File: config.mk
export PLATFORM = sky130hd
export DESIGN_NAME = bus_write_arbiter_flat
export DESIGN_NICKNAME = d
export VERILOG_FILES = /design/src/rtl/bus_write_arbiter_pkg.sv /design/src/rtl/bus_write_arbiter_if.sv /design/src/rtl/bus_write_arbiter_rr_pick4.sv /design/src/rtl/bus_write_arbiter.sv /design/src/flat_wrapper.sv
export SDC_FILE = /design/constraint.sdc
export NUM_CORES = 1
export LEC_CHECK = 0
export BUFFER_PORTS_ARGS = -buffer_cell sky130_fd_sc_hd__buf_2
export CORE_ASPECT_RATIO = 1.1
export CORE_MARGIN = 5
export CORE_UTILIZATION = 37
export DETAILED_ROUTE_END_ITERATION = 6
export PLACE_DENSITY_LB_ADDON = 0.2
export SKIP_CTS_REPAIR_TIMING = 1
export SYNTH_ARGS = -nofsm -noshare
export SYNTH_HDL_FRONTEND = slang
export SYNTH_SLANG_ARGS = --single-unit
File: constraint.sdc
create_clock -name Clock -period 1.78 [get_ports Clock]
set_clock_uncertainty 0.1 [all_clocks]
set_input_delay 0.178 -clock Clock [delete_from_list [all_inputs] [get_ports Clock]]
set_output_delay 0.178 -clock Clock [all_outputs]
set_load 0.01 [all_outputs]
File: src/rtl/bus_write_arbiter_pkg.sv
// Shared types and constants for the bus write arbiter.
// State encodings, destination codes, widths and small decode helpers.
package bus_write_arbiter_pkg;

  localparam int NUM_REQ = 4;
  localparam int DATA_W  = 16;
  localparam int DEST_W  = 2;

  typedef enum logic [1:0] {
    ST_IDLE  = 2'd0,
    ST_DRIVE = 2'd1,
    ST_ACK   = 2'd2
  } state_t;

  localparam logic [DEST_W-1:0] DEST_A = 2'd0;
  localparam logic [DEST_W-1:0] DEST_B = 2'd1;
  localparam logic [DEST_W-1:0] DEST_C = 2'd2;
  localparam logic [DEST_W-1:0] DEST_D = 2'd3;

  // Enable vector ordered {D, C, B, A}.
  function automatic logic [NUM_REQ-1:0] dest_en(
    input logic [DEST_W-1:0] d
  );
    dest_en = '0;
    unique case (d)
      DEST_A: dest_en = 4'b0001;
      DEST_B: dest_en = 4'b0010;
      DEST_C: dest_en = 4'b0100;
      DEST_D: dest_en = 4'b1000;
    endcase
  endfunction

  function automatic logic [NUM_REQ-1:0] onehot(
    input logic [1:0] i
  );
    onehot = 4'b0001 << i;
  endfunction

endpackage

File: src/rtl/bus_write_arbiter_if.sv
// Requester/bus bundle between requesters, arbiter and register file.
// slave: arbiter side; master: requester/register-file side.
interface bus_write_arbiter_if;
  import bus_write_arbiter_pkg::*;

  logic [NUM_REQ-1:0]        Req;
  logic [NUM_REQ*DATA_W-1:0] Req_Data;
  logic [NUM_REQ*DEST_W-1:0] Req_Dest;
  logic [NUM_REQ-1:0]        Ack;
  logic [NUM_REQ-1:0]        Grant;
  logic                      Busy;
  logic [DATA_W-1:0]         Data_Bus;
  logic                      A_EN;
  logic                      B_EN;
  logic                      C_EN;
  logic                      D_EN;
  logic [NUM_REQ*DATA_W-1:0] Grant_Count;

  modport slave (
    input  Req, Req_Data, Req_Dest,
    output Ack, Grant, Busy, Data_Bus,
    output A_EN, B_EN, C_EN, D_EN,
    output Grant_Count
  );

  modport master (
    output Req, Req_Data, Req_Dest,
    input  Ack, Grant, Busy, Data_Bus,
    input  A_EN, B_EN, C_EN, D_EN,
    input  Grant_Count
  );

endinterface

File: src/rtl/bus_write_arbiter_rr_pick4.sv
// Combinational 4-way round-robin selector.
// Req: requests, last: previous winner; winner/valid: pick result.
module rr_pick4 (
  input  logic [3:0] Req,
  input  logic [1:0] last,
  output logic [1:0] winner,
  output logic       valid
);

  logic [1:0] idx;

  // Scan last+1, last+2, ... wrapping; 2-bit add does the modulo.
  always_comb begin
    winner = '0;
    valid  = 1'b0;
    idx    = '0;
    for (int i = 1; i <= 4; i++) begin
      idx = last + 2'(i);
      if (!valid && Req[idx]) begin
        winner = idx;
        valid  = 1'b1;
      end
    end
  end

endmodule

File: src/rtl/bus_write_arbiter.sv
// Round-robin write arbiter/sequencer for the shared 16-bit data bus.
// Ports: Clock, Reset (async low), bus (slave modport). Option: BUS_ARB_STATS_EN.
module bus_write_arbiter
  import bus_write_arbiter_pkg::*;
(
  input  logic                 Clock,
  input  logic                 Reset,
  bus_write_arbiter_if.slave   bus
);

  state_t              state;
  logic [1:0]          last_q;
  logic [1:0]          win_q;
  logic [NUM_REQ-1:0]  ack_q;
  logic [NUM_REQ-1:0]  grant_q;
  logic [NUM_REQ-1:0]  en_q;
  logic                busy_q;
  logic [DATA_W-1:0]   bus_q;

  logic [1:0]          pick_win;
  logic                pick_vld;
  logic [DATA_W-1:0]   pick_data;
  logic [DEST_W-1:0]   pick_dest;

  rr_pick4 u_pick (
    .Req    (bus.Req),
    .last   (last_q),
    .winner (pick_win),
    .valid  (pick_vld)
  );

  assign pick_data =
    bus.Req_Data[int'(pick_win)*DATA_W +: DATA_W];
  assign pick_dest =
    bus.Req_Dest[int'(pick_win)*DEST_W +: DEST_W];

  // Bus data and enables are loaded on entry to DRIVE,
  // so they are valid for exactly the DRIVE cycle.
  always_ff @(posedge Clock or negedge Reset) begin
    if (!Reset) begin
      state   <= ST_IDLE;
      last_q  <= 2'd3;
      win_q   <= '0;
      ack_q   <= '0;
      grant_q <= '0;
      en_q    <= '0;
      busy_q  <= 1'b0;
      bus_q   <= '0;
    end else begin
      ack_q <= '0;
      en_q  <= '0;
      bus_q <= '0;
      unique case (state)
        ST_IDLE: begin
          if (pick_vld) begin
            state   <= ST_DRIVE;
            win_q   <= pick_win;
            grant_q <= onehot(pick_win);
            bus_q   <= pick_data;
            en_q    <= dest_en(pick_dest);
            busy_q  <= 1'b1;
          end else begin
            grant_q <= '0;
            busy_q  <= 1'b0;
          end
        end
        ST_DRIVE: begin
          state <= ST_ACK;
          ack_q <= onehot(win_q);
        end
        ST_ACK: begin
          state   <= ST_IDLE;
          last_q  <= win_q;
          grant_q <= '0;
          busy_q  <= 1'b0;
        end
        default: begin
          state   <= ST_IDLE;
          grant_q <= '0;
          busy_q  <= 1'b0;
        end
      endcase
    end
  end

  assign bus.Ack      = ack_q;
  assign bus.Grant    = grant_q;
  assign bus.Busy     = busy_q;
  assign bus.Data_Bus = bus_q;
  assign bus.A_EN     = en_q[0];
  assign bus.B_EN     = en_q[1];
  assign bus.C_EN     = en_q[2];
  assign bus.D_EN     = en_q[3];

`ifdef BUS_ARB_STATS_EN
  logic [NUM_REQ-1:0][DATA_W-1:0] cnt_q;

  always_ff @(posedge Clock or negedge Reset) begin
    if (!Reset) begin
      cnt_q <= '0;
    end else if (state == ST_ACK) begin
      if (cnt_q[win_q] != '1) begin
        cnt_q[win_q] <= cnt_q[win_q] + 1'b1;
      end
    end
  end

  assign bus.Grant_Count = cnt_q;
`else
  assign bus.Grant_Count = '0;
`endif

endmodule

File: src/flat_wrapper.sv
// flat-port wrapper written by rule: the top's interface ports become plain ports
module bus_write_arbiter_flat import bus_write_arbiter_pkg::*;
  (Clock, Reset, bus_Req, bus_Req_Data, bus_Req_Dest, bus_Ack, bus_Grant, bus_Busy, bus_Data_Bus, bus_A_EN, bus_B_EN, bus_C_EN, bus_D_EN, bus_Grant_Count);
  bus_write_arbiter_if bus_i ();
  input  logic Clock;
  input  logic Reset;
  input wire logic [$bits(bus_i.Req)-1:0] bus_Req;
  input wire logic [$bits(bus_i.Req_Data)-1:0] bus_Req_Data;
  input wire logic [$bits(bus_i.Req_Dest)-1:0] bus_Req_Dest;
  output wire logic [$bits(bus_i.Ack)-1:0] bus_Ack;
  output wire logic [$bits(bus_i.Grant)-1:0] bus_Grant;
  output wire logic [$bits(bus_i.Busy)-1:0] bus_Busy;
  output wire logic [$bits(bus_i.Data_Bus)-1:0] bus_Data_Bus;
  output wire logic [$bits(bus_i.A_EN)-1:0] bus_A_EN;
  output wire logic [$bits(bus_i.B_EN)-1:0] bus_B_EN;
  output wire logic [$bits(bus_i.C_EN)-1:0] bus_C_EN;
  output wire logic [$bits(bus_i.D_EN)-1:0] bus_D_EN;
  output wire logic [$bits(bus_i.Grant_Count)-1:0] bus_Grant_Count;
  assign bus_i.Req = bus_Req;
  assign bus_i.Req_Data = bus_Req_Data;
  assign bus_i.Req_Dest = bus_Req_Dest;
  assign bus_Ack = bus_i.Ack;
  assign bus_Grant = bus_i.Grant;
  assign bus_Busy = bus_i.Busy;
  assign bus_Data_Bus = bus_i.Data_Bus;
  assign bus_A_EN = bus_i.A_EN;
  assign bus_B_EN = bus_i.B_EN;
  assign bus_C_EN = bus_i.C_EN;
  assign bus_D_EN = bus_i.D_EN;
  assign bus_Grant_Count = bus_i.Grant_Count;
  bus_write_arbiter u_core (.Clock(Clock), .Reset(Reset), .bus(bus_i));
endmodule
== After elaboration in Yosys (flattened, before gate mapping) ==
Cells that the tools add are included.

* Bits in registers: 35
* Input bits: 78
* Output and inout bits: 93
* Word-level logic and storage cells: 62

* Add/sub/neg operators: 3
* Order comparisons: 4
* Equal/unequal tests: 6
* Shifts and indexed selects: 4
* Mux-type cells: 28
* Reductions and logical operators: 9

{| class="wikitable"
|+ Operators with widths
! kind !! number
|-
| variable part select 64 x 7 -> 16 bit || 1
|-
| two-way mux 16 bit || 2
|-
| two-way mux 4 bit || 4
|-
| one-hot mux 4 bit (4 select lines) || 1
|-
| less-than comparator 2 x 3 -> 1 bit, second input constant || 4
|-
| two-way mux 2 bit || 5
|-
| two-way mux 1 bit || 9
|-
| binary-select mux 1 bit (select 2 bit) || 4
|-
| one-hot mux 4 bit (2 select lines) || 1
|-
| variable part select 8 x 4 -> 2 bit || 1
|-
| left shift 1 x 2 -> 4 bit, first input constant || 2
|-
| == test 2 bit, second input constant || 3
|-
| adder 2 bit, second input constant || 2
|-
| == test 2 x 1 -> 1 bit, second input constant || 2
|-
| logical NOT 2 bit || 2
|-
| one-hot mux 2 bit (2 select lines) || 1
|-
| logical AND 1 bit || 3
|-
| logical NOT 1 bit || 3
|-
| adder 2 x 1 -> 2 bit, second input constant || 1
|-
| != test 2 x 1 -> 1 bit, second input constant || 1
|-
| one-hot mux 1 bit (2 select lines) || 1
|-
| AND reduction 2 bit || 1
|}

== Depth between registers and ports, before layout ==
Gate-level depths: netlist of the first run.

* Depth after elaboration: 18
* Gate-level depth with buffers: 8

== Hierarchy ==
A second synthesis of the first run with hierarchy kept.

* Cell total of the unflattened synthesis: 178
* Area total of the unflattened synthesis: 2192.1 um^2

{| class="wikitable"
|+ Modules (own cells, without submodules)
! module !! times used !! cells an instance !! area an instance (um^2)
|-
| bus_write_arbiter || 1 || 164 || 2100.8
|-
| rr_pick4 || 1 || 14 || 91.3
|}

== Worst setup path before layout of the first run ==
OpenSTA, ideal clock, no wires.

* Kind: reg-to-reg
* Start point: reg u_core.last_q[1]
* End point: reg u_core.bus_q[10] (netlist: u_core.bus.Data_Bus[10])
* Arrival time: 1.737 ns
* Path slack: -0.195 ns
* Stages on the path, launching flop included: 9
* Buffers on the path: 3
* Cells stage by stage: dfstp_2 -> buf_2 -> mux2i_1 -> or2_1 -> and2_1 -> buf_4 -> buf_6 -> mux2i_1 -> o22ai_1

* Cells in the longest elaborated chain, start to end: 16

{| class="wikitable"
|+ Ends and longest elaborated chain
! what !! line !! source
|-
| start, declared || bus_write_arbiter.sv:12 || <nowiki>logic [1:0] last_q;</nowiki>
|-
| start signal, assigned || bus_write_arbiter.sv:73 || <nowiki>last_q <= win_q;</nowiki>
|-
| adder 2 x 1 -> 2 bit || bus_write_arbiter_rr_pick4.sv:18 || <nowiki>idx = last + 2'(i);</nowiki>
|-
| binary-select mux 1 bit (select 2 bit) || bus_write_arbiter_rr_pick4.sv:19 || <nowiki>if (!valid && Req[idx]) begin</nowiki>
|-
| two-way mux 1 bit (not written as such) || bus_write_arbiter_rr_pick4.sv:19 ||
|-
| two-way mux 1 bit || bus_write_arbiter_rr_pick4.sv:19 ||
|-
| logical NOT 1 bit || bus_write_arbiter_rr_pick4.sv:19 ||
|-
| logical AND 1 bit || bus_write_arbiter_rr_pick4.sv:19 ||
|-
| two-way mux 1 bit || bus_write_arbiter_rr_pick4.sv:19 ||
|-
| logical NOT 1 bit || bus_write_arbiter_rr_pick4.sv:19 ||
|-
| logical AND 1 bit || bus_write_arbiter_rr_pick4.sv:19 ||
|-
| two-way mux 1 bit || bus_write_arbiter_rr_pick4.sv:19 ||
|-
| logical NOT 1 bit || bus_write_arbiter_rr_pick4.sv:19 ||
|-
| logical AND 1 bit || bus_write_arbiter_rr_pick4.sv:19 ||
|-
| two-way mux 2 bit || bus_write_arbiter_rr_pick4.sv:19 ||
|-
| variable part select 64 x 7 -> 16 bit || bus_write_arbiter.sv:33 || <nowiki>bus.Req_Data[int'(pick_win)*DATA_W +: DATA_W];</nowiki>
|-
| two-way mux 16 bit * || bus_write_arbiter.sv:55 || <nowiki>if (pick_vld) begin</nowiki>
|-
| two-way mux 16 bit * || bus_write_arbiter.sv:53 || <nowiki>unique case (state)</nowiki>
|-
| end signal, assigned || bus_write_arbiter.sv:59 || <nowiki>bus_q <= pick_data;</nowiki>
|-
| end, declared || bus_write_arbiter.sv:18 || <nowiki>logic [DATA_W-1:0] bus_q;</nowiki>
|}

Mark *: on every way between the ends. The rest lies on a longest branch, timed or not. The select of a mux whose other input is x is not followed.
A chain may end at the register's enable or synchronous reset.

== Worst setup path in the final report of the first run ==
* Start point: reg u_core.last_q[1]
* End point: reg u_core.bus_q[11] (netlist: u_core.bus.Data_Bus[11])

The elaborated chain is that of the path after synthesis.

==> results of run 1 <==
worst register-to-register path, stage by stage, from the launching register on:
cell and delay [ns]:
sky130_fd_sc_hd__dfstp_2 0.59, sky130_fd_sc_hd__mux2i_1 0.26, sky130_fd_sc_hd__or2_4 0.18, sky130_fd_sc_hd__and2_4 0.18, sky130_fd_sc_hd__buf_12 0.15, sky130_fd_sc_hd__mux2i_1 0.24
sky130_fd_sc_hd__o22ai_2 0.10
metal layers:
metal | vias up | share of wire [%] | GRT usage [%]
met2 | 109 | 49 | 24.0
met5 | - | 0 | 0
met4 | 0 | 0.56 | 3.12
met3 | 4 | 9.5 | 4.47
li1 | 977 | - | -
met1 | 971 | 41 | 19.0
per-stage QoR:
stage          cells  power, mW  area [um2]  TNS, ns  util (%)
2_1_floorplan    306       2.78        2640    -1.18         -
3_3_place_gp     432       3.51        2850    -1.67      45.7
3_5_place_dp     432       3.54        2850    -2.45      45.7
4_1_cts          440       4.15        2950    -2.96      47.3
5_1_grt          445       4.82        3150    -4.02      50.6
6_report         445       4.49        3150    -2.29      50.6
synthesized netlist by cell type (2+ instances only):
cell	count	area share, %
sky130_fd_sc_hd__nand3b_1	2	0.63
sky130_fd_sc_hd__a22oi_1	17	5.3
sky130_fd_sc_hd__nand2_1	8	1.3
sky130_fd_sc_hd__buf_6	4	1.9
sky130_fd_sc_hd__dfrtp_1	33	35
sky130_fd_sc_hd__or2b_1	2	0.63
sky130_fd_sc_hd__clkbuf_1	5	0.79
sky130_fd_sc_hd__inv_1	4	0.63
sky130_fd_sc_hd__dfstp_2	2	2.2
sky130_fd_sc_hd__a21oi_1	3	0.63
sky130_fd_sc_hd__nor3b_1	3	0.94
sky130_fd_sc_hd__or2_1	2	0.52
sky130_fd_sc_hd__and2_1	2	0.52
sky130_fd_sc_hd__o21ai_0	6	1.3
sky130_fd_sc_hd__nor2b_1	6	1.6
sky130_fd_sc_hd__nor2_1	8	1.3
sky130_fd_sc_hd__and3b_1	2	0.73
sky130_fd_sc_hd__and3_1	2	0.52
sky130_fd_sc_hd__buf_4	66	21
sky130_fd_sc_hd__buf_2	4	0.84
sky130_fd_sc_hd__o22ai_1	16	4.2
sky130_fd_sc_hd__a22o_1	2	0.73
sky130_fd_sc_hd__mux2i_1	19	8.0
sequential cells by signal, summed over array words and instances (netlist names):
signal,flops
u_core.bus.Ack,4
u_core.bus.Busy,1
u_core.bus.Data_Bus,16
u_core.bus.Grant,4
u_core.en_q,4
u_core.last_q,2
u_core.state,2
u_core.win_q,2
power by group through the flow:
stage	clock (mW)	sequential [mW]	combinational [mW]
after global routing	0.660	1.39	2.77
after detailed placement	0	1.35	2.18
after global placement	0	1.34	2.17
after floorplan	0	1.47	1.31
final	0.607	1.34	2.54
after CTS	0.622	1.34	2.18
final timing paths:
check,to,slack (ns),cells past startpoint
worst max-delay path,u_core.bus.Data_Bus[11]$_DFF_PN0_,-0.15,6
worst min-delay path,u_core.bus.Data_Bus[3]$_DFF_PN0_,0.1,3
worst max register to register,u_core.bus.Data_Bus[11]$_DFF_PN0_,-0.15,6
worst min register to register,u_core.bus.Busy$_DFFE_PN0N_,0.38,2
max in group asynchronous,u_core.bus.Data_Bus[14]$_DFF_PN0_,0.69,2
min in group asynchronous,u_core.en_q[2]$_DFF_PN0_,0.41,2
cell families (layout without fill, tap and decap cells):
group,after synthesis,count (layout),share of synthesized area (%)
other,1,64,0.157
buffers and inverters,84,143,25.5
muxes,20,20,8.44
AOI/OAI and AO/OA,60,60,18.3
DFF,35,35,36.8
and+or+nand+nor,43,43,10.8
final cells by class:
type	instances	area, um2	share of cell area, %
multi-input combinational	187	1280	40.7
timing repair buffer	131	774	24.6
sequential	35	878	27.9
clock buffer	8	100	3.18
tap	80	100	3.18
inverter	4	15.0	0.476
==> summary.md, run 1 <==
| Metric | Value |
|---|---|
| Status | `finished, violations left` |
| Failing checks | `negative setup slack` |
| Via count of the first global-routing pass | `1,934` |
| Cell chain of the critical path | `mux2i_1 > or2_4 > and2_4 > buf_12 > mux2i_1 > o22ai_2` |
| Most frequent cells in the layout | `106 x sky130_fd_sc_hd__buf_2, 64 x sky130_fd_sc_hd__conb_1, 33 x sky130_fd_sc_hd__dfrtp_1, 18 x sky130_fd_sc_hd__buf_4, 17 x sky130_fd_sc_hd__mux2i_1` |
| Tightest hold margin | `0.0973 ns` |
| Fillers | `620` |
| Cell family with the largest share of critical-path delay | `flip-flops` |
| F_max | `0.519 GHz` |
| Die width | `86.6 um` |
| Count of cell types in the netlist | `48` |
| Pint | `2.73 mW` |
| Worst slack after detailed placement | `-0.230 ns` |
| Worst Slack Setup Final | `-0.146 ns` |
| Beginning of the critical path | `u_core.last_q[1]$_DFFE_PN1N_` |
| Sinks on the clock net | `35` |
| Pin count of the biggest net entering global routing | `36` |
| Post-DR vias/cell | `4.63` |
| Share of the clock period used by the worst path after layout | `108%` |
| Number of detailed-route iterations in the first pass | `4` |
| Worst-path fanout max | `8` |
| Maximum clock insertion buffer count | `2` |
| Initial standard-cell utilization of the core | `38.3%` |
| Setup CP Type | `register to register` |
| Inserted Clock Buffers | `5` |
| Number of enable flip-flop cells after synthesis | `0` |
| Min Tclk post-route | `1.93 ns` |
| Final max-slew violation count | `0` |
| Synthesized instance count | `243` |
| Number of max-cap violations | `0` |
| Most frequently used flop master after synthesis | `sky130_fd_sc_hd__dfrtp_1` |
| Insertion delay of the later-clocked pin in the worst-skew pair | `0.27 ns` |
| Worst rel slew slack | `49.6%` |
| Fraction of power consumed by the clock network | `13.5%` |
| Number of top-level pins | `171` |
| Residual DRC count | `0` |
| Number of antenna repair diodes | `0` |
| Most common cell after layout, fill and taps aside | `sky130_fd_sc_hd__buf_2` |
| Global-route congestion overflow total | `0` |
| DR iter-0 viols | `73` |
| Type of the tightest min-delay check | `input pin to register` |
| Share of flip-flops with an asynchronous set or reset after synthesis | `100%` |
| Number of nets at the end of the flow | `442` |
| Count of H-tree levels built during CTS | `2` |
| Final weighted congestion in routability-driven placement | `0.862` |
| IO buf count | `106` |
| Chip height | `94.2 um` |
| GRT Total Usage | `14.7%` |
| Most frequent cell on the critical path | `sky130_fd_sc_hd__mux2i_1` |
| Static leakage power | `1.69 nW` |
| Average wire per standard cell | `15.3 um` |
| Switching power share of the total | `39.3%` |
| Share of final-layout standard cells stronger than drive strength 1 | `46.0%` |
| Delay of the slowest cell on the worst path | `0.59 ns` |
| Net load switching power | `1.77 mW` |
| Total power per unit cell area | `1430 nW/um2` |
| Unrepaired setup endpoints after global routing | `true` |
| Average instance area after synthesis | `9.82 um2` |
| Core region area | `6230 um2` |
| Kind of end point of the critical path | `register` |
| Total number of placement rows | `30` |
| Critical-path top delay cell | `sky130_fd_sc_hd__dfstp_2` |
| Total vias in the final route | `2,061` |
| Synthesis-to-layout area growth | `32.0%` |
| Number of buffers and inverters on the critical path | `1` |
| Share of power burned in combinational logic | `56.6%` |
| Kind of start point of the critical path | `register` |
| HPWL after detailed placement | `5.10 mm` |
| Mapped Area | `2390 um2` |
| Number of antenna violations at the first check in global routing | `0` |
| Pin slew with the least headroom to its limit | `0.756 ns` |
| Data arrival time at the worst-slack endpoint | `1.97 ns` |
| Sequential share of power | `29.9%` |
| Data required time at the worst endpoint | `1.83 ns` |
| Share of synthesized area occupied by flip-flops and latches | `36.8%` |
| Clock slew at reported path FFs | `0.07 ns` |
| Count of endpoints failing setup in the final report | `22` |
| Number of warnings reported in the yosys synthesis log | `0` |
| Startpoint of the worst register-to-register path | `u_core.last_q[1]$_DFFE_PN1N_` |
| Startpoint of the lowest-slack hold path | `bus_Req_Data[3]` |
| Flops & latches, synth | `35` |
| Overall die area | `8160 um2` |
| First-pass GRT wire length | `9.52 mm` |
| CTS tree | `yes` |
| Hold Violations, Final | `0` |
| Maximum vdd ir drop | `660 uV` |
| Remaining antenna violation count | `0` |
| Final wirelength | `6.79 mm` |
| Clock root buffer | `sky130_fd_sc_hd__clkbuf_8` |
(Power assumes the default switching activity.)
==> inputs of run 2 (changes only) <==
CORE_UTILIZATION = 36   (was 37)
SYNTH_HIERARCHICAL = 1   (was default)
==> run 2 against run 1 <==
  * The flow still finishes with violations (negative setup slack)
  * Fmax is 6.7% lower
  * Routed wire length shrank 25%
  * Die area is 5.0% lower
  * Synthesized area decreased by 8.2%
  * Via count shrank 23%
  * Largest cell class unchanged
  * Largest power group unchanged
==> summary.md, run 2 <==
| Metric | Value |
|---|---|
| Final wirelength | `5.10 mm (was 6.79 mm)` |
| Number of max-cap violations | `0 (unchanged)` |
| Count of cell types in the netlist | `28 (was 48)` |
| Count of H-tree levels built during CTS | `2 (unchanged)` |
| Uppermost routed layer | `met4 (unchanged)` |
| Final weighted congestion in routability-driven placement | `0.833 (was 0.862)` |
| Share of final-layout standard cells stronger than drive strength 1 | `54.2% (was 46.0%)` |
| Number of nets at the end of the flow | `376 (was 442)` |
| Sequential cell area in the final layout | `878 um2 (unchanged)` |
| Average instance area after synthesis | `12.3 um2 (was 9.82 um2)` |
| Failing checks | `negative setup slack (unchanged)` |
| Unrepaired setup endpoints after global routing | `true (unchanged)` |
| Worst Reg-to-Reg Cells | `6 (unchanged)` |
| Flop2flop setup slack | `-0.28 ns (was -0.15 ns)` |
| Inserted Clock Buffers | `5 (unchanged)` |
| Worst hold endpoint | `u_core/en_q[0]$_DFF_PN0_ (was u_core.bus.Data_Bus[3]$_DFF_PN0_)` |
| Combined area of the multi-input logic cells | `1040 um2 (was 1280 um2)` |
| First-pass GRT wire length | `8.22 mm (was 9.52 mm)` |
| Core region area | `5840 um2 (was 6230 um2)` |
| Residual DRC count | `0 (unchanged)` |
| Overall die area | `7750 um2 (was 8160 um2)` |
| Mapped Area | `2190 um2 (was 2390 um2)` |
| Number of top-level pins | `171 (unchanged)` |
| Chip height | `91.8 um (was 94.2 um)` |
| Min Tclk post-route | `2.06 ns (was 1.93 ns)` |
| Flops & latches, synth | `35 (unchanged)` |
| Share of synthesized area occupied by flip-flops and latches | `40.1% (was 36.8%)` |
| Commonest cells post-synth | `65 x sky130_fd_sc_hd__buf_4, 33 x sky130_fd_sc_hd__dfrtp_1, 18 x sky130_fd_sc_hd__mux4_2 (was 66 x sky130_fd_sc_hd__buf_4, 33 x sky130_fd_sc_hd__dfrtp_1, 19 x sky130_fd_sc_hd__mux2i_1)` |
| Total number of placement rows | `29 (was 30)` |
| Cell chain of the critical path | `nand2b_4 > a21oi_2 > o221ai_4 > buf_12 > mux4_2 > and3_1 (was mux2i_1 > or2_4 > and2_4 > buf_12 > mux2i_1 > o22ai_2)` |
| Kind of start point of the critical path | `register (unchanged)` |
| Most frequent cells in the layout | `106 x sky130_fd_sc_hd__buf_2, 64 x sky130_fd_sc_hd__conb_1, 33 x sky130_fd_sc_hd__dfrtp_1, 18 x sky130_fd_sc_hd__mux4_2, 11 x sky130_fd_sc_hd__buf_4 (was 106 x sky130_fd_sc_hd__buf_2, 64 x sky130_fd_sc_hd__conb_1, 33 x sky130_fd_sc_hd__dfrtp_1, 18 x sky130_fd_sc_hd__buf_4, 17 x sky130_fd_sc_hd__mux2i_1)` |
| Count of endpoints failing setup in the final report | `24 (was 22)` |
| Yosys top cell by area | `sky130_fd_sc_hd__dfrtp_1 (unchanged)` |
| Fillers | `553 (was 620)` |
| Routed met3 length | `441 um (was 646 um)` |
| Remaining antenna violation count | `0 (unchanged)` |
| Final core occ | `47.9% (was 50.6%)` |
| Insertion delay of the later-clocked pin in the worst-skew pair | `0.28 ns (was 0.27 ns)` |
| Worst Hold Path Cells | `3 (unchanged)` |
| Number of warnings reported in the yosys synthesis log | `6 (was 0)` |
| Maximum vdd ir drop | `639 uV (was 660 uV)` |
| Synthesized instance count | `178 (was 243)` |
| Synthesis-to-layout area growth | `27.7% (was 32.0%)` |
| Most common cell after layout, fill and taps aside | `sky130_fd_sc_hd__buf_2 (unchanged)` |
| IO buf count | `106 (unchanged)` |
| CTS tree | `yes (unchanged)` |
| Via count of the first global-routing pass | `1,731 (was 1,934)` |
| Final max-slew violation count | `0 (unchanged)` |
| Post-DR vias/cell | `4.22 (was 4.63)` |
| Cell types with the largest area share after synthesis | `sky130_fd_sc_hd__dfrtp_1 38%, sky130_fd_sc_hd__buf_4 22%, sky130_fd_sc_hd__mux4_2 18% (was sky130_fd_sc_hd__dfrtp_1 35%, sky130_fd_sc_hd__buf_4 21%, sky130_fd_sc_hd__mux2i_1 8.0%)` |
| Hold Violations, Final | `0 (unchanged)` |
| Share of the synthesized area in the top cell type | `37.7% (was 34.6%)` |
| Total power per unit cell area | `1420 nW/um2 (was 1430 nW/um2)` |
| Delay of the slowest cell on the worst path | `0.55 ns (was 0.59 ns)` |
| Number of antenna violations at the first check in global routing | `0 (unchanged)` |
| Pin count of the biggest net entering global routing | `36 (unchanged)` |
| F_max | `0.485 GHz (was 0.519 GHz)` |
| Worst-path fanout max | `12 (was 8)` |
| Flip-flop count of the largest register, all copies and words added | `16 (unchanged)` |
| Global-route congestion overflow total | `0 (unchanged)` |
| Startpoint of the worst register-to-register path | `u_core/last_q[1]$_DFFE_PN1N_ (was u_core.last_q[1]$_DFFE_PN1N_)` |
| Number of detailed-route iterations in the first pass | `4 (unchanged)` |
| Total vias in the final route | `1,587 (was 2,061)` |
| Sinks on the clock net | `35 (unchanged)` |
| Clock slew at reported path FFs | `0.07 ns (about the same)` |
| Status | `finished, violations left (unchanged)` |
| Data required time at the worst endpoint | `1.85 ns (was 1.83 ns)` |
| HPWL after detailed placement | `4.33 mm (was 5.10 mm)` |
| Critical-path top delay cell | `sky130_fd_sc_hd__dfstp_2 (unchanged)` |
| GRT Total Usage | `13.3% (was 14.7%)` |
| Share of flip-flops with an asynchronous set or reset after synthesis | `100% (unchanged)` |
| Data arrival time at the worst-slack endpoint | `2.13 ns (was 1.97 ns)` |
| Power Total | `3.97 mW (was 4.49 mW)` |
| Kind of end point of the critical path | `register (unchanged)` |
| Maximum clock insertion buffer count | `2 (unchanged)` |
| Clock root buffer | `sky130_fd_sc_hd__clkbuf_8 (unchanged)` |
| DR iter-0 viols | `43 (was 73)` |
| Most used standard cell by instance count after synthesis | `sky130_fd_sc_hd__buf_4 (unchanged)` |
| Static leakage power | `1.54 nW (was 1.69 nW)` |
| Number of enable flip-flop cells after synthesis | `0 (unchanged)` |
| Most frequently used flop master after synthesis | `sky130_fd_sc_hd__dfrtp_1 (unchanged)` |
| Sum of routed wire segments on met1 | `1.76 mm (was 2.77 mm)` |
| Worst Slack Setup Final | `-0.284 ns (was -0.146 ns)` |
| Type of the tightest min-delay check | `input pin to register (unchanged)` |
| Share of the clock period used by the worst path after layout | `116% (was 108%)` |
| WL met2 | `2.78 mm (was 3.34 mm)` |
| Endpoint of the lowest-slack register-to-register path | `u_core/en_q[3]$_DFF_PN0_ (was u_core.bus.Data_Bus[11]$_DFF_PN0_)` |
| Average wire per standard cell | `13.6 um (was 15.3 um)` |
| Initial standard-cell utilization of the core | `37.5% (was 38.3%)` |
| Number of antenna repair diodes | `0 (unchanged)` |
| Die width | `84.4 um (was 86.6 um)` |
| Setup CP Type | `register to register (unchanged)` |
| Startpoint of the lowest-slack hold path | `bus_Req_Dest[7] (was bus_Req_Data[3])` |
-- run 2: cell count changes in the layout (fill, tap and decap cells not counted), sizes merged, moves of 5 or more --
cell	before	now
nand2	8	1
nor2b	6	0
nand2b	0	5
a22oi	17	0
nor2	8	2
mux4	0	18
buf	129	119
and2	2	16
mux2i	19	1
o21ai	8	0
o22ai	16	0
-- run 2: logic make-up (layout without fill, tap and decap cells) --
| family | count (synthesis) | count (layout) | synth area share, % |
|---|---|---|---|
| buffers and inverters | 75 | 133 | 25.1 |
| DFF | 35 | 35 | 40.1 |
| and+or+nand+nor | 34 | 34 | 9.70 |
| muxes | 23 | 23 | 21.0 |
| AOI/OAI and AO/OA | 10 | 10 | 4.00 |
| other | 1 | 64 | 0.171 |
-- run 2: power breakdown --
part           internal, mW  switching, mW
clock                 0.353          0.257
sequential             1.16          0.154
combinational          1.11          0.932
-- run 2: final cells by class --
cell class / count / share of cell area, %
repair buffers: 120 / 23.7
multi-input cells: 131 / 37.3
clock buffers: 8 / 3.57
well taps: 77 / 3.44
inverters: 5 / 0.670
flip-flops and latches: 35 / 31.4
-- run 2: how the worst max path moves through the flow --
stage,from,to,depth (start not counted)
floorplan,u_core/last_q[1]$_DFFE_PN1N_,u_core/bus.Data_Bus[0]$_DFF_PN0_,6
global placement,u_core/last_q[1]$_DFFE_PN1N_,u_core/en_q[3]$_DFF_PN0_,6
detailed placement,u_core/last_q[1]$_DFFE_PN1N_,u_core/en_q[3]$_DFF_PN0_,6
CTS,u_core/last_q[1]$_DFFE_PN1N_,u_core/en_q[3]$_DFF_PN0_,6
global route,u_core/last_q[1]$_DFFE_PN1N_,u_core/en_q[2]$_DFF_PN0_,6
finish,u_core/last_q[1]$_DFFE_PN1N_,u_core/en_q[3]$_DFF_PN0_,6
-- run 2: metrics by stage --
| stage | cell area, um2 | cells | hold slack, ns | TNS [ns] | setup slack [ns] |
|---|---|---|---|---|---|
| 6_report | 2800 | 376 | 0.210 | -5.07 | -0.284 |
| 5_1_grt | 2800 | 376 | 0.211 | -7.28 | -0.379 |
| 4_1_cts | 2760 | 375 | -0.172 | -5.53 | -0.303 |
| 3_5_place_dp | 2660 | 367 | 0.136 | -5.24 | -0.293 |
| 3_3_place_gp | 2660 | 367 | 0.135 | -4.98 | -0.277 |
| 2_1_floorplan | 2440 | 241 | -0.218 | -4.73 | -0.260 |
-- run 2: critical path, delay by kind of cell (launching register included) --
family / cells / cell delay [ns]
buffers and inverters: 1 / 0.19
AO/OA/AOI/OAI: 2 / 0.26
flip-flops: 1 / 0.55
AND/OR/NAND/NOR: 2 / 0.30
multiplexers: 1 / 0.54
-- run 2: per-layer routing --
layer	GRT usage [%]	vias to the layer above
li1	-	724
met1	14.6	775
met2	24.1	81
met3	3.76	7
met4	5.28	0
met5	0	-
